===== src/rtl/uart_pkg.sv =====
`default_nettype none
// +----------------------------------------------------------------------------+
// | Module  : uart_pkg                                                         |
// | Brief   : Shared state encoding, default bit period, parity helper.        |
// | Rev     : 1.0                                                              |
// +----------------------------------------------------------------------------+
package uart_pkg;

    localparam int unsigned c_DEFAULT_CLKS_PER_BIT = 868;

    typedef enum logic [2:0] {
        S_IDLE   = 3'd0,
        S_FETCH  = 3'd1,
        S_LATCH  = 3'd2,
        S_START  = 3'd3,
        S_DATA   = 3'd4,
        S_PARITY = 3'd5,
        S_STOP   = 3'd6
    } tx_state_t;

    // Callers zero-extend narrower words; extra zeros do not change even parity.
    function automatic logic even_parity(input logic [63:0] data);
        return ^data;
    endfunction

endpackage
`default_nettype wire


===== src/rtl/uart_baud_cnt.sv =====
`default_nettype none
// +----------------------------------------------------------------------------+
// | Module  : uart_baud_cnt                                                    |
// | Brief   : Bit-period counter, 0..CLKS_PER_BIT-1, pulses bit_done at end.   |
// | Rev     : 1.0                                                              |
// +----------------------------------------------------------------------------+
module uart_baud_cnt
    import uart_pkg::*;
#(
    parameter int unsigned CLKS_PER_BIT = c_DEFAULT_CLKS_PER_BIT
) (
    input  logic CLK,
    input  logic RST_N,
    input  logic clear,
    output logic bit_done
);

    localparam int unsigned           c_CNT_W = $clog2(CLKS_PER_BIT);
    localparam logic [c_CNT_W-1:0]    c_LAST  = c_CNT_W'(CLKS_PER_BIT - 1);

    logic [c_CNT_W-1:0] r_cnt;

    assign bit_done = (r_cnt == c_LAST);

    always_ff @(posedge CLK or negedge RST_N) begin
        if (!RST_N) begin
            r_cnt <= '0;
        end else if (clear || bit_done) begin
            r_cnt <= '0;
        end else begin
            r_cnt <= r_cnt + 1'b1;
        end
    end

endmodule
`default_nettype wire


===== src/rtl/uart_fifo_tx.sv =====
`default_nettype none
// +----------------------------------------------------------------------------+
// | Module  : uart_fifo_tx                                                     |
// | Brief   : FIFO-draining UART transmitter, 8N1 (8E1 with UART_TX_PARITY_EN) |
// | Rev     : 1.0                                                              |
// +----------------------------------------------------------------------------+
module uart_fifo_tx
    import uart_pkg::*;
#(
    parameter int unsigned CLKS_PER_BIT = c_DEFAULT_CLKS_PER_BIT,
    parameter int unsigned ADDR_WIDTH   = 8,
    parameter int unsigned DATA_WIDTH   = 8
) (
    input  logic                  CLK,
    input  logic                  RST_N,
    input  logic [ADDR_WIDTH:0]   fifo_count,
    input  logic [DATA_WIDTH-1:0] fifo_r_data,
    output logic                  fifo_r_enable,
    output logic                  txd,
    output logic                  busy
);

    localparam int unsigned        c_IDX_W    = $clog2(DATA_WIDTH + 1);
    localparam logic [c_IDX_W-1:0] c_LAST_IDX = c_IDX_W'(DATA_WIDTH - 1);

    tx_state_t             r_state;
    tx_state_t             w_state_nxt;
    logic [DATA_WIDTH-1:0] r_shift;
    logic [DATA_WIDTH-1:0] w_shift_nxt;
    logic [c_IDX_W-1:0]    r_bit_idx;
    logic [c_IDX_W-1:0]    w_bit_idx_nxt;
    logic                  r_txd;
    logic                  w_txd_nxt;
    logic                  r_fifo_r_enable;
    logic                  w_baud_clear;
    logic                  w_bit_done;
    logic                  w_fifo_nonempty;
`ifdef UART_TX_PARITY_EN
    logic                  r_parity;
`endif

    assign w_fifo_nonempty = |fifo_count;
    assign fifo_r_enable   = r_fifo_r_enable;
    assign txd             = r_txd;
    assign busy            = (r_state != S_IDLE);

    uart_baud_cnt #(
        .CLKS_PER_BIT (CLKS_PER_BIT)
    ) u_baud_cnt (
        .CLK      (CLK),
        .RST_N    (RST_N),
        .clear    (w_baud_clear),
        .bit_done (w_bit_done)
    );

    always_comb begin
        w_state_nxt   = r_state;
        w_shift_nxt   = r_shift;
        w_bit_idx_nxt = r_bit_idx;
        w_baud_clear  = 1'b0;

        case (r_state)
            S_IDLE: begin
                w_baud_clear = 1'b1;
                if (w_fifo_nonempty) begin
                    w_state_nxt = S_FETCH;
                end
            end
            S_FETCH: begin
                w_baud_clear = 1'b1;
                w_state_nxt  = S_LATCH;
            end
            // Read data from the FIFO is valid now, one cycle after the pop.
            S_LATCH: begin
                w_baud_clear = 1'b1;
                w_shift_nxt  = fifo_r_data;
                w_state_nxt  = S_START;
            end
            S_START: begin
                if (w_bit_done) begin
                    w_bit_idx_nxt = '0;
                    w_state_nxt   = S_DATA;
                end
            end
            S_DATA: begin
                if (w_bit_done) begin
                    w_shift_nxt   = r_shift >> 1;
                    w_bit_idx_nxt = r_bit_idx + 1'b1;
                    if (r_bit_idx == c_LAST_IDX) begin
`ifdef UART_TX_PARITY_EN
                        w_state_nxt = S_PARITY;
`else
                        w_state_nxt = S_STOP;
`endif
                    end
                end
            end
`ifdef UART_TX_PARITY_EN
            S_PARITY: begin
                if (w_bit_done) begin
                    w_state_nxt = S_STOP;
                end
            end
`endif
            S_STOP: begin
                if (w_bit_done) begin
                    w_state_nxt = w_fifo_nonempty ? S_FETCH : S_IDLE;
                end
            end
            default: begin
                w_state_nxt = S_IDLE;
            end
        endcase
    end

    // Line level is decoded from the upcoming state so txd is a clean flop output.
    always_comb begin
        w_txd_nxt = 1'b1;
        case (w_state_nxt)
            S_START:  w_txd_nxt = 1'b0;
            S_DATA:   w_txd_nxt = w_shift_nxt[0];
`ifdef UART_TX_PARITY_EN
            S_PARITY: w_txd_nxt = r_parity;
`endif
            default:  w_txd_nxt = 1'b1;
        endcase
    end

    always_ff @(posedge CLK or negedge RST_N) begin
        if (!RST_N) begin
            r_state         <= S_IDLE;
            r_shift         <= '0;
            r_bit_idx       <= '0;
            r_txd           <= 1'b1;
            r_fifo_r_enable <= 1'b0;
        end else begin
            r_state         <= w_state_nxt;
            r_shift         <= w_shift_nxt;
            r_bit_idx       <= w_bit_idx_nxt;
            r_txd           <= w_txd_nxt;
            r_fifo_r_enable <= (w_state_nxt == S_FETCH);
        end
    end

`ifdef UART_TX_PARITY_EN
    always_ff @(posedge CLK or negedge RST_N) begin
        if (!RST_N) begin
            r_parity <= 1'b0;
        end else if (r_state == S_LATCH) begin
            r_parity <= even_parity(64'(fifo_r_data));
        end
    end
`endif

endmodule
`default_nettype wire


===== config.mk =====
export PLATFORM = sky130hd
export DESIGN_NAME = uart_fifo_tx
export DESIGN_NICKNAME = d
export VERILOG_FILES = /design/src/rtl/uart_pkg.sv /design/src/rtl/uart_baud_cnt.sv /design/src/rtl/uart_fifo_tx.sv
export SDC_FILE = /design/constraint.sdc
export NUM_CORES = 1
export LEC_CHECK = 0
export ABC_AREA = 1
export ABC_CLOCK_PERIOD_IN_PS = 1450
export CAP_MARGIN = 10
export CORE_ASPECT_RATIO = 0.7
export CORE_UTILIZATION = 48
export DETAILED_ROUTE_END_ITERATION = 16
export HOLD_SLACK_MARGIN = 0.12
export PLACE_DENSITY = 0.73
export REMOVE_ABC_BUFFERS = 1
export SLEW_MARGIN = 0
export SYNTH_ARGS = -nofsm -noshare
export SYNTH_HDL_FRONTEND = slang
export SYNTH_SLANG_ARGS = --single-unit

===== constraint.sdc =====
create_clock -name CLK -period 1.45 [get_ports CLK]
set_clock_uncertainty 0.05 [all_clocks]
set_input_delay 0.145 -clock CLK [delete_from_list [all_inputs] [get_ports CLK]]
set_output_delay 0.145 -clock CLK [all_outputs]
set_load 0.02 [all_outputs]

## Yosys cells after proc, flatten, opt, wreduce, memory -nomap -nowiden

Index checks and enable logic that the tools add are counted.
Widths: inputs -> output; s select.

| word-level totals | value |
|---|---|
| input port bits | 19 |
| flip-flop bits (word level) | 27 |

| cells by class | value |
|---|---|
| mux-type cells | 15 |
| reduce and logical (&&, ||, !) cells | 9 |
| $add $sub $neg | 2 |
| equality and inequality tests | 12 |

Operator list:

| cell | number |
|---|---|
| $pmux 3 s6 | 1 |
| $pmux 8 s2 | 1 |
| $mux 3 | 5 |
| $add 10x1->10 const B | 1 |
| $eq 10x10->1 const B | 1 |
| $mux 10 | 1 |
| $eq 3x2->1 const B | 3 |
| $eq 3x3->1 const B | 3 |
| $reduce_or 9->1 | 1 |
| $mux 4 | 2 |
| $mux 8 | 1 |
| $pmux 4 s2 | 1 |
| $eq 3x1->1 const B | 2 |
| $add 4x1->4 const B | 1 |
| $eq 4x3->1 const B | 1 |
| $ne 2x1->1 const B | 2 |
| $reduce_bool 2->1 | 2 |
| $logic_not 3->1 | 1 |
| $reduce_and 3->1 | 1 |
| $reduce_bool 3->1 | 1 |
| $reduce_or 3->1 | 1 |
| $mux 1 | 2 |
| $pmux 1 s2 | 1 |
| $reduce_and 2->1 | 1 |
| $logic_or 1x1->1 | 1 |

## Longest topological paths before layout

| logic depth | value |
|---|---|
| depth after elaboration | 6 |
| depth in mapped cells | 10 |

## Hierarchy

From an unflattened synthesis, not the netlist that was laid out.

| unflattened totals | value |
|---|---|
| cell total of the unflattened synthesis | 190 |
| area total of the unflattened synthesis | 1470.2 um^2 |

By module, submodules not included:

| module | area each (um^2) | instances | cells an instance |
|---|---|---|---|
| uart_fifo_tx | 904.6 | 1 | 117 |
| uart_baud_cnt | 565.5 | 1 | 73 |

## Worst setup path after synthesis

OpenSTA, ideal clock, no wires.

| timing | value |
|---|---|
| path kind | flip-flop to flip-flop |
| from | register u_baud_cnt.r_cnt[0] |
| to | register r_txd, in the netlist txd |
| period minus slack after synthesis | 1.424 ns |
| setup slack | 0.026 ns |
| data arrival time | 1.295 ns |
| buffers on the path | 0 |
| setup time | 0.079 ns |
| cell stages (with the launch flop) | 11 |
| path through | dfrtp_1 -> ha_1 -> inv_1 -> nor2_2 -> nand3_1 -> nor2_1 -> nand3_1 -> inv_1 -> nor2_1 -> nand2_1 -> nand3_2 |

| on the way | value |
|---|---|
| longest elaborated chain between the ends | 5 |

RTL lines:

| item | line | text |
|---|---|---|
| from (decl) | uart_baud_cnt.sv:21 | `logic [c_CNT_W-1:0] r_cnt;` |
| from (signal assigned) | uart_baud_cnt.sv:31 | `r_cnt <= r_cnt + 1'b1;` |
| $eq 10x10->1 * | uart_baud_cnt.sv:23 | `assign bit_done = (r_cnt == c_LAST);` |
| $mux 3, on equally long branches | uart_fifo_tx.sv:106, uart_fifo_tx.sv:80, uart_fifo_tx.sv:86 |  |
| $pmux 3 s6 | uart_fifo_tx.sv:62 | `case (r_state)` |
| $eq 3x3->1 / $eq 3x2->1 (equally long branches) | uart_fifo_tx.sv:119 | `case (w_state_nxt)` |
| $pmux 1 s2 * | uart_fifo_tx.sv:119 |  |
| named net w_txd_nxt | uart_fifo_tx.sv:33 | `logic w_txd_nxt;` |
| to (signal assigned) | uart_fifo_tx.sv:140 | `r_txd <= w_txd_nxt;` |
| to (decl) | uart_fifo_tx.sv:32 | `logic r_txd;` |

Mark *: on every way through the listed nets, which the timed path passes. The rest lies on a longest branch. The select of a mux whose other input is x is not followed.
A chain may end at the register's enable or synchronous reset.

## Final worst setup path

| timing | value |
|---|---|
| from | register u_baud_cnt.r_cnt[7] |
| to | register r_txd, in the netlist txd |

Same word-level chain as after synthesis.

==> impl_metrics.ini <==
[outcome]
run_status = complete, but fails checks
violations = negative setup slack

[sta]
rsz0062_at_grt = yes
layout_min_cycle_time_ns = 1.57
finalCritPeriodShare_pct = 108
report.final.slew_viol_count = 0
timing.slew.headroom_pct = 72.6
achievable-frequency_mhz = 638
timing.final.setup_violations = 15
finalHoldViolCount = 0
final.setup.worst_slack_ns = -0.116
slew_of_the_pin_with_the_lowest_slew_margin_ns = 0.410
whs_ns = 0.105

[placed_design]
placed_cells = 255
place.port_buffers = 21
detailedPlacementHpwl_mm = 2.71
place_congestion = 0.845
placement.cell_area_sq_um = 1910
pre_cts_slack_ns = -0.140

[pwr]
power.density_cell_area_nw_per_um2 = 591
p_leak_uw = 0.00102
worst_ir_drop_vdd_mv = 0.672

[detailed_routing]
routed_wl_mm = 4.28
detail_route.iter0.violations = 101
route.detailed.wl_per_inst_um = 15.9
final_antenna_net_count = 0
detail_route.first_pass.iterations = 4
detail_route.vias_per_cell = 5.45
dr_total_vias = 1465
post-route-drc-count = 0

[worst_setup_path]
critical_path_arrival_ns = 1.74
cp.buffers_inverters = 2
path_class = reg -> reg
worstSetupEndpointType = flip-flop
start_kind = flip-flop
setup.reg_to_reg.worst_slack_ns = -0.12
worst_path_max_delay_cell = dfrtp_2
crit_path_max_fanout = 5
path_cells = inv_1 > nand2_1 > nor2_2 > nand3_4 > buf_6 > nor2_4 > nor2_2 > nand3_1 > nand2_1 > nand3_2
timing.critical_path.max_delay_family = simple AND/OR/NAND/NOR gates
critical_path_data_required_time_ns = 1.63
cp_slowest_stage_delay_ns = 0.46

[floorplan]
rows = 16
dieHeight_um = 49.2
die_x_um = 69.4
die_area_sq_um = 3420
core_area_sq_um = 2900
num_io_pins = 22
floorplan.initialDensity_pct = 52.6

[clock_network]
cts-root-to-sink-buffers = 2
clock-root-buffer = clkbuf_8
h_tree_lvls = 1
worst_setup_hold_path_clk_slew_ns = 0.10
hold_buffers = 0
cts.sink_count = 27
worstSkewPairLatency_ns = 0.28
number_of_buffers_created_by_cts = 3
clock_tree_from_tritoncts = done

[grt]
grt.overflow.total = 0
antenna_found_initial = 0
grt_start_max_net_pins = 16
grt_pass1_wl_mm = 6.44
grt_usage_pct = 24.0
via_count_of_the_first_global_routing_pass = 1406

[synth]
synth_seq_area_share_pct = 44.3
synth.distinct_cells = 34
mappedNetlistArea_sq_um = 1530
synth.cells.most_frequent = 26 x dfrtp_1, 26 x inv_1, 24 x nand2_1, 24 x nor2_1, 18 x nand3_1
synth_top_cells_by_area = dfrtp_1 43%, inv_1 6.4%, nand3_1 5.9%
syn-mean-instance-area_sq_um = 8.49
proportion_of_synthesized_flip_flops_having_asynchronous_set_or_reset_pct = 100
yosys_warnings = 0
yosys.area.top_type_share_pct = 42.6
yosys_register_bits = 27
cell_taking_the_most_area_after_synthesis = dfrtp_1
synth_enable_flop_cells = 0
number_of_instances_in_the_synthesized_netlist = 180
ys.flop_type = dfrtp_1

[worst_hold_path]
min_path_type = in -> async

[layout]
layout.filler_cells = 191
antenna-diode-count = 0
share_of_final_layout_standard_cells_stronger_than_drive_strength_1_pct = 43.3
area_delta_synth_final_pct = 45.0
finalInstanceArea_sq_um = 2210
final_net_count = 255
layoutNonFillerInstCount = 269

[run]
max_cap_violations = 0
[layer usage]
layer  up-vias  track usage (%)  part of all wire (%)
met1       692             31.4                    44
li1        690                -                     -
met2        69             39.3                    46
met5         -                0                     0
met4         0             7.14                   3.3
met3        14             6.40                   6.8
[repair_timing]
action                                  in CTS  in global routing
setup buffers                                5                  5
endpoints found under the setup margin      17                 25
pin swaps                                   13                 13
resized for setup                           27                 31
endpoints found under the hold margin        0                  0
[cell usage in the layout (no fill, tap or decap), types with 8 or more instances in the layout]
cell type / netlist / layout
buf_4: 1 / 24
clkdlybuf4s50_1: 0 / 19
dfrtp_1: 26 / 24
inv_1: 26 / 19
inv_2: 3 / 9
nand2_1: 24 / 20
nand2_2: 5 / 8
nand3_1: 18 / 12
nand3_2: 7 / 12
nor2_1: 24 / 11
nor2_2: 4 / 9
nor2_4: 1 / 9
[state kept, by name, summed over array words and instances, names as in the netlist]
name	flops
r_state	3
u_baud_cnt.r_cnt	10
txd	1
r_shift	8
fifo_r_enable	1
r_bit_idx	4
[final cells by class]
| type | count | area [sq um] | area share [%] |
|---|---|---|---|
| Clock buffer | 3 | 41.3 | 1.86 |
| Clock inverter | 1 | 5.00 | 0.226 |
| Inverter | 29 | 111 | 5.03 |
| Multi-Input combinational cell | 122 | 872 | 39.4 |
| Sequential cell | 27 | 679 | 30.7 |
| Tap cell | 36 | 45.0 | 2.03 |
| Timing Repair Buffer | 51 | 460 | 20.8 |
[path summary, 6_finish.rpt]
kind | from | to | cells past startpoint
max | u_baud_cnt.r_cnt[7] | txd | 10
min | RST_N | u_baud_cnt.r_cnt[5] | 1
max reg2reg | u_baud_cnt.r_cnt[7] | txd | 10
min reg2reg | r_bit_idx[0] | r_bit_idx[0] | 1
max in group asynchronous | RST_N | u_baud_cnt.r_cnt[7] | 2
min in group CLK | fifo_r_data[7] | r_shift[7] | 3
[cells by family (layout without fill, tap and decap cells)]
family,after synthesis,in the layout,synth area share [%]
xor gates and xnor gates,3,3,1.72
AOI/OAI and AO/OA,20,20,8.60
buffers and inverters,31,84,8.35
DFF,27,27,44.3
adders and majority gates,2,2,1.64
and+or+nand+nor,97,97,35.4
[per-stage QoR]
step           total power (uW)  TNS, ns  util, %
2_1_floorplan               798   -0.359        -
3_3_place_gp                868  -0.0674     65.9
3_5_place_dp                872   -0.566     65.9
4_1_cts                    1310   -0.162     71.6
5_1_grt                    1360    -2.41     76.3
6_report                   1310    -1.12     76.3
[where the power goes]
part | internal, uW | switching [uW] | total [uW]
logic | 54.5 | 33.1 | 87.5
clock network | 193 | 256 | 450
registers | 764 | 7.81 | 772
(Power assumes the default switching activity.)
==> patch 1: new RTL, config.mk and constraints unchanged <==
The 7 states of `tx_state_t` get a one-hot encoding in 7 bits.
--- a/src/rtl/uart_pkg.sv
+++ b/src/rtl/uart_pkg.sv
@@ -8,14 +8,14 @@
 
     localparam int unsigned c_DEFAULT_CLKS_PER_BIT = 868;
 
-    typedef enum logic [2:0] {
-        S_IDLE   = 3'd0,
-        S_FETCH  = 3'd1,
-        S_LATCH  = 3'd2,
-        S_START  = 3'd3,
-        S_DATA   = 3'd4,
-        S_PARITY = 3'd5,
-        S_STOP   = 3'd6
+    typedef enum logic [6:0] {
+        S_IDLE   = 7'b0000001,
+        S_FETCH  = 7'b0000010,
+        S_LATCH  = 7'b0000100,
+        S_START  = 7'b0001000,
+        S_DATA   = 7'b0010000,
+        S_PARITY = 7'b0100000,
+        S_STOP   = 7'b1000000
     } tx_state_t;
 
     // Callers zero-extend narrower words; extra zeros do not change even parity.
Check against the original RTL: same outputs for any inputs over 10 cycles, from zero or initial values and one cycle with RST_N low; not proved beyond that.
==> patch 1 against the unedited design <==
- final area rose by 11%
- count of clock-buffer cells in the layout rose by 4
- setup slack got worse by 0.058 ns
- synthesized cell count rose by 3.3%
- critical path depth fell by 1
- global-route usage rose by 0.74 points
- the flow still finishes with violations (setup timing)
- routed wire length rose by 0.94%
- area after synthesis rose by 7.4%
- via count rose by 2.9%
- cell count rose by 12%
- sequential cell count rose by 4
Power is not compared: it rests on default switching activity, and its combinational part moved more than twofold at a synthesized area within 25%.
==> patch 1: results (changes against the unedited design) <==
[placed_design]
gp_congestion=0.809  ; -4.3%
dpl.hpwl_mm=2.68  ; -1.2%

[power_and_ir_drop]
power.switching_w=0.000939
power_leakage_nw=1.15

[logic_synthesis]
synth_cell_types=30  ; -12%
most_frequent_cells_after_synthesis=sky130_fd_sc_hd__nand2_1, sky130_fd_sc_hd__dfrtp_1, sky130_fd_sc_hd__nor2_1
synthTopCellsByArea=sky130_fd_sc_hd__dfrtp_1, sky130_fd_sc_hd__nand2_1, sky130_fd_sc_hd__nand3_1

[grt]
grt_first_pass_wirelength_mm=6.71  ; +4.2%
track_usage_pct=24.8  ; +0.74 points
antenna_violations_before_repair=0  ; unchanged
gr-usage-met3_pct=6.31  ; -0.093 points
maximum_number_of_pins_on_one_net_before_global_route_repair=32  ; +16
first_global_vias=1531  ; +8.9%

[timing]
finalHoldWorstSlack_ns=0.168  ; +0.0625 ns
setup_ws_ns=-0.174  ; -0.0580 ns
finalSetupViolations=29  ; +14

[cells_and_area]
n_fill_cell=210  ; +9.9%
share_of_final_layout_standard_cells_stronger_than_drive_strength_1_pct=42.4  ; -0.99 points
reg_top3=u_baud_cnt.r_cnt x10, r_shift x8, r_state x7

[route]
via_per_inst=4.99  ; -8.4%
routedLengthMet1_mm=1.78  ; -4.5%
post_drt_wl_per_cell_um=14.3  ; -10%
wl_met3_um=203  ; -30%

[critical_path]
worstRegToRegCells=9  ; -1
critical_path_peak_fanout=4  ; -1
r2r_start=r_state[0]$_DFF_PN1_

[status]
run_status=finished, violations left
violated_checks=setup timing

[clock_network]
clock_buffer_count_from_cts=5  ; +2
clk_transition_reported_paths_ns=0.07  ; -0.03 ns
htreeDepth=2  ; +1

[min_path]
min-delay-path-class=primary input to asynchronous set/reset pin

==> patch 1: cell count changes in the layout (fill, tap and decap cells not counted), sizes merged, moves of 4 or more <==
cell	delta
a21oi	-5
buf	+11
clkbuf	+4
inv	-10
nand2	+22
nand3	-8
xor2	+5
==> patch 1: worst max path at each step <==
stage                                        startpoint  cells past startpoint  slack [ns]                        to
after floorplan           u_baud_cnt.r_cnt[0]$_DFF_PN0_                      7        0.02  r_bit_idx[1]$_DFFE_PN0P_
after global routing      u_baud_cnt.r_cnt[0]$_DFF_PN0_                     10       -0.26             txd$_DFF_PN1_
after global placement             r_state[0]$_DFF_PN1_                      6       -0.10                      busy
after CTS                 u_baud_cnt.r_cnt[1]$_DFF_PN0_                      8       -0.12   fifo_r_enable$_DFF_PN0_
final                              r_state[0]$_DFF_PN1_                      9       -0.17  r_bit_idx[0]$_DFFE_PN0P_
after detailed placement  u_baud_cnt.r_cnt[1]$_DFF_PN0_                      9       -0.19  r_bit_idx[2]$_DFFE_PN0P_
==> patch 1: critical path, stage by stage (launching register included) <==
cell and delay [ns]:
sky130_fd_sc_hd__dfstp_2 0.55, sky130_fd_sc_hd__buf_6 0.10, sky130_fd_sc_hd__nor2_4 0.04, sky130_fd_sc_hd__nand3_1 0.08, sky130_fd_sc_hd__nor2_2 0.04, sky130_fd_sc_hd__buf_4 0.15
sky130_fd_sc_hd__o21ai_2 0.23, sky130_fd_sc_hd__inv_2 0.11, sky130_fd_sc_hd__nand2_1 0.10, sky130_fd_sc_hd__nand2_1 0.08
==> patch 1: cells by family after synthesis <==
logic type                 count (synthesis)  synth area share (%)
xor gates and xnor gates                   7                  3.74
adders and majority gates                  2                  1.53
other                                      1                 0.229
and+or+nand+nor                          112                  36.8
AOI/OAI and AO/OA                         12                  4.88
DFF                                       31                  47.4
buffers and inverters                     21                  5.34
==> patch 1: through the flow <==
step	cell area (um^2)	worst slack (ns)	power, W	setup TNS [ns]	std cells
after global placement	2080	-0.101	0.00185	-0.842	276
after floorplan	1630	0.0244	0.00155	0	185
after CTS	2310	-0.117	0.00274	-1.68	295
final	2460	-0.174	0.00292	-2.36	302
after global routing	2460	-0.259	0.00307	-5.09	302
after detailed placement	2080	-0.194	0.00189	-2.46	276
==> patch 1: area by class of cell <==
type | count | area [um^2] | area share (%)
multi-input cells | 134 | 900 | 36.6
flip-flops and latches | 31 | 778 | 31.7
repair buffers | 62 | 546 | 22.2
clock buffers | 7 | 86.3 | 3.52
inverters | 20 | 82.6 | 3.36
well taps | 47 | 58.8 | 2.39
clock inverters | 1 | 5.00 | 0.204
==> patch 1: repair_timing <==
item,CTS,global route
pin swaps,10,18
gates resized for setup,21,24
hold buffers,0,0
endpoints found under the setup margin,30,30
cloned,0,0
setup buffers,11,7
==> patch 2: new RTL, config.mk and constraints unchanged <==
Made on the original files. `c_DEFAULT_CLKS_PER_BIT`: 868 -> 1736.
--- a/src/rtl/uart_pkg.sv
+++ b/src/rtl/uart_pkg.sv
@@ -6,7 +6,7 @@
 // +----------------------------------------------------------------------------+
 package uart_pkg;
 
-    localparam int unsigned c_DEFAULT_CLKS_PER_BIT = 868;
+    localparam int unsigned c_DEFAULT_CLKS_PER_BIT = 1736;
 
     typedef enum logic [2:0] {
         S_IDLE   = 3'd0,
Function: same outputs for any inputs over 10 cycles, from zero or initial values and one cycle with RST_N low; that may be too few to reach the edited logic, so the function may still have changed.
==> patch 2 against the unedited design <==
- routed wire length fell by 11%
- the run still ends with setup timing left
- critical path depth down 2
- cell count is the same
- highest routed layer unchanged
- sequential cell count rose by 1
- critical path type unchanged
- setup slack better by 0.053 ns
- area after synthesis increased by 0.41%
- final area is 3.0% lower
Power is not compared: it rests on default switching activity, and its combinational part moved more than twofold at a synthesized area within 25%.
==> patch 2: results (changes against the unedited design) <==
[status]
run_status=finished, violations left
violated_checks=setup timing

[timing]
finalSetupViolations=21  ; +6
final_setup_tns_ns=-0.656  ; +0.461 ns
finalHoldWorstSlack_ns=0.167  ; +0.0613 ns
worst_relative_slew_slack_pct=72.6  ; about the same
setup_ws_ns=-0.0636  ; +0.0526 ns

[logic_synthesis]
seq_area_frac_synth_pct=45.8  ; +1.5 points
postSynth.asyncResetShare_pct=100  ; unchanged
most_frequent_cells_after_synthesis=sky130_fd_sc_hd__nand2_1, sky130_fd_sc_hd__dfrtp_1, sky130_fd_sc_hd__nor2_1
syn-mean-instance-area_um2=8.25  ; -2.8%
synth_cell_types=26  ; -24%
synth_warnings=0  ; unchanged
synthTopCellsByArea=sky130_fd_sc_hd__dfrtp_1, sky130_fd_sc_hd__nand2_1, sky130_fd_sc_hd__nand3_1

[clock_network]
htreeDepth=1  ; unchanged
ctsLongestPathBuffers=2  ; unchanged
clock_buffer_count_from_cts=3  ; unchanged
cts-root-buf=sky130_fd_sc_hd__clkbuf_8
clk_transition_reported_paths_ns=0.09
clkLatencyLatePin_ns=0.27

[critical_path]
worstRegToRegCells=8  ; -2
critical_path_arrival_ns=1.63  ; -0.11 ns
r2r_start=u_baud_cnt.r_cnt[0]$_DFF_PN0_
max_stage_delay_ns=0.40  ; -0.06 ns
rr_endpoint=u_baud_cnt.r_cnt[8]$_DFF_PN0_
critical_path.slowest_cell=sky130_fd_sc_hd__dfrtp_1
critical_path_peak_fanout=4  ; -1

[cells_and_area]
net_count_reported_at_finish=255  ; unchanged
num_antenna_cells=0  ; unchanged
share_of_final_layout_standard_cells_stronger_than_drive_strength_1_pct=32.6  ; -11 points
reg_top3=u_baud_cnt.r_cnt x11, r_shift x8, r_bit_idx x4

[power_and_ir_drop]
worst_ir_drop_vdd_v=0.000661
power_leakage_nw=1.01

[grt]
maximum_number_of_pins_on_one_net_before_global_route_repair=29  ; +13
track_usage_pct=24.1  ; +0.089 points
grt_first_pass_wirelength_mm=6.49  ; +0.76%
antenna_violations_before_repair=0  ; unchanged

[placed_design]
port_buffers=21  ; unchanged
gp_congestion=0.875  ; +3.6%
dpl.hpwl_mm=2.53  ; -6.6%
dpl_worst_slack_ns=-0.117  ; +0.0232 ns
placed_area_um2=1900  ; -0.78%

[route]
drtIter0Drc=110  ; +8.9%
route.vias.total=1435  ; -2.0%
first_pass_iters=4  ; unchanged
post_drt_wl_per_cell_um=14.2  ; -11%
via_per_inst=5.33  ; -2.0%

[min_path]
min-delay-path-class=primary input to asynchronous set/reset pin

patch 2: cell types whose count changed after synthesis, moves of 3 or more:
cell / change
sky130_fd_sc_hd__nand2_1: +12
sky130_fd_sc_hd__inv_1: -8
sky130_fd_sc_hd__inv_2: +5
sky130_fd_sc_hd__nor3_1: +5
sky130_fd_sc_hd__nand3_2: -3
sky130_fd_sc_hd__nor3_2: +3
patch 2: kinds of logic (layout without fill, tap and decap cells):
| kind of cell | after synthesis | count (layout) | synth area share (%) |
|---|---|---|---|
| adder cells (fa/ha/maj) | 2 | 2 | 1.63 |
| flip-flops | 28 | 28 | 45.8 |
| AND/OR/NAND/NOR | 106 | 107 | 35.8 |
| buffers and inverters | 29 | 75 | 7.75 |
| XOR/XNOR | 2 | 2 | 1.14 |
| AO/OA/AOI/OAI | 19 | 19 | 7.91 |
patch 2: where the power goes:
group / switching (W) / internal [W]
clock: 0.000229 / 0.000243
combinational: 0.000596 / 0.000421
sequential: 0.000134 / 0.000991
total: 0.000959 / 0.00166
patch 2: worst max-delay path by stage:
| stage | start | to |
|---|---|---|
| floorplan | u_baud_cnt.r_cnt[0]$_DFF_PN0_ | u_baud_cnt.r_cnt[7]$_DFF_PN0_ |
| global placement | u_baud_cnt.r_cnt[0]$_DFF_PN0_ | r_shift[5]$_DFFE_PN0P_ |
| detailed placement | u_baud_cnt.r_cnt[0]$_DFF_PN0_ | txd$_DFF_PN1_ |
| CTS | u_baud_cnt.r_cnt[1]$_DFF_PN0_ | u_baud_cnt.r_cnt[2]$_DFF_PN0_ |
| global route | u_baud_cnt.r_cnt[1]$_DFF_PN0_ | txd$_DFF_PN1_ |
| finish | u_baud_cnt.r_cnt[0]$_DFF_PN0_ | u_baud_cnt.r_cnt[8]$_DFF_PN0_ |
patch 2: timing repair:
item | in CTS | in global routing
pin swaps | 11 | 2
cloned | 1 | 0
resized for setup | 24 | 8
hold buffers | 0 | 0
setup endpoints to repair | 22 | 28
setup buffers | 4 | 4
patch 2: cell type report:
cell class / count / area, um^2
Fill cell: 197 / 774
Clock buffer: 4 / 55.1
Timing Repair Buffer: 44 / 393
Inverter: 27 / 109
Sequential cell: 28 / 704
Tap cell: 36 / 45.0
Multi-Input combinational cell: 130 / 842
patch 2: routing by layer:
layer,GRT usage (%),up-vias,share of wire (%)
met4,3.74,0,0.81
met5,0,-,0
met2,39.0,49,46
met1,33.8,672,47
li1,-,707,-
met3,5.58,7,5.8
patch 2: critical path: cells and delay by family, from the launching register on:
family,cells,cell delay (ns)
adders and majority gates,1,0.16
buffers and inverters,1,0.09
DFF,1,0.40
and+or+nand+nor,6,0.70
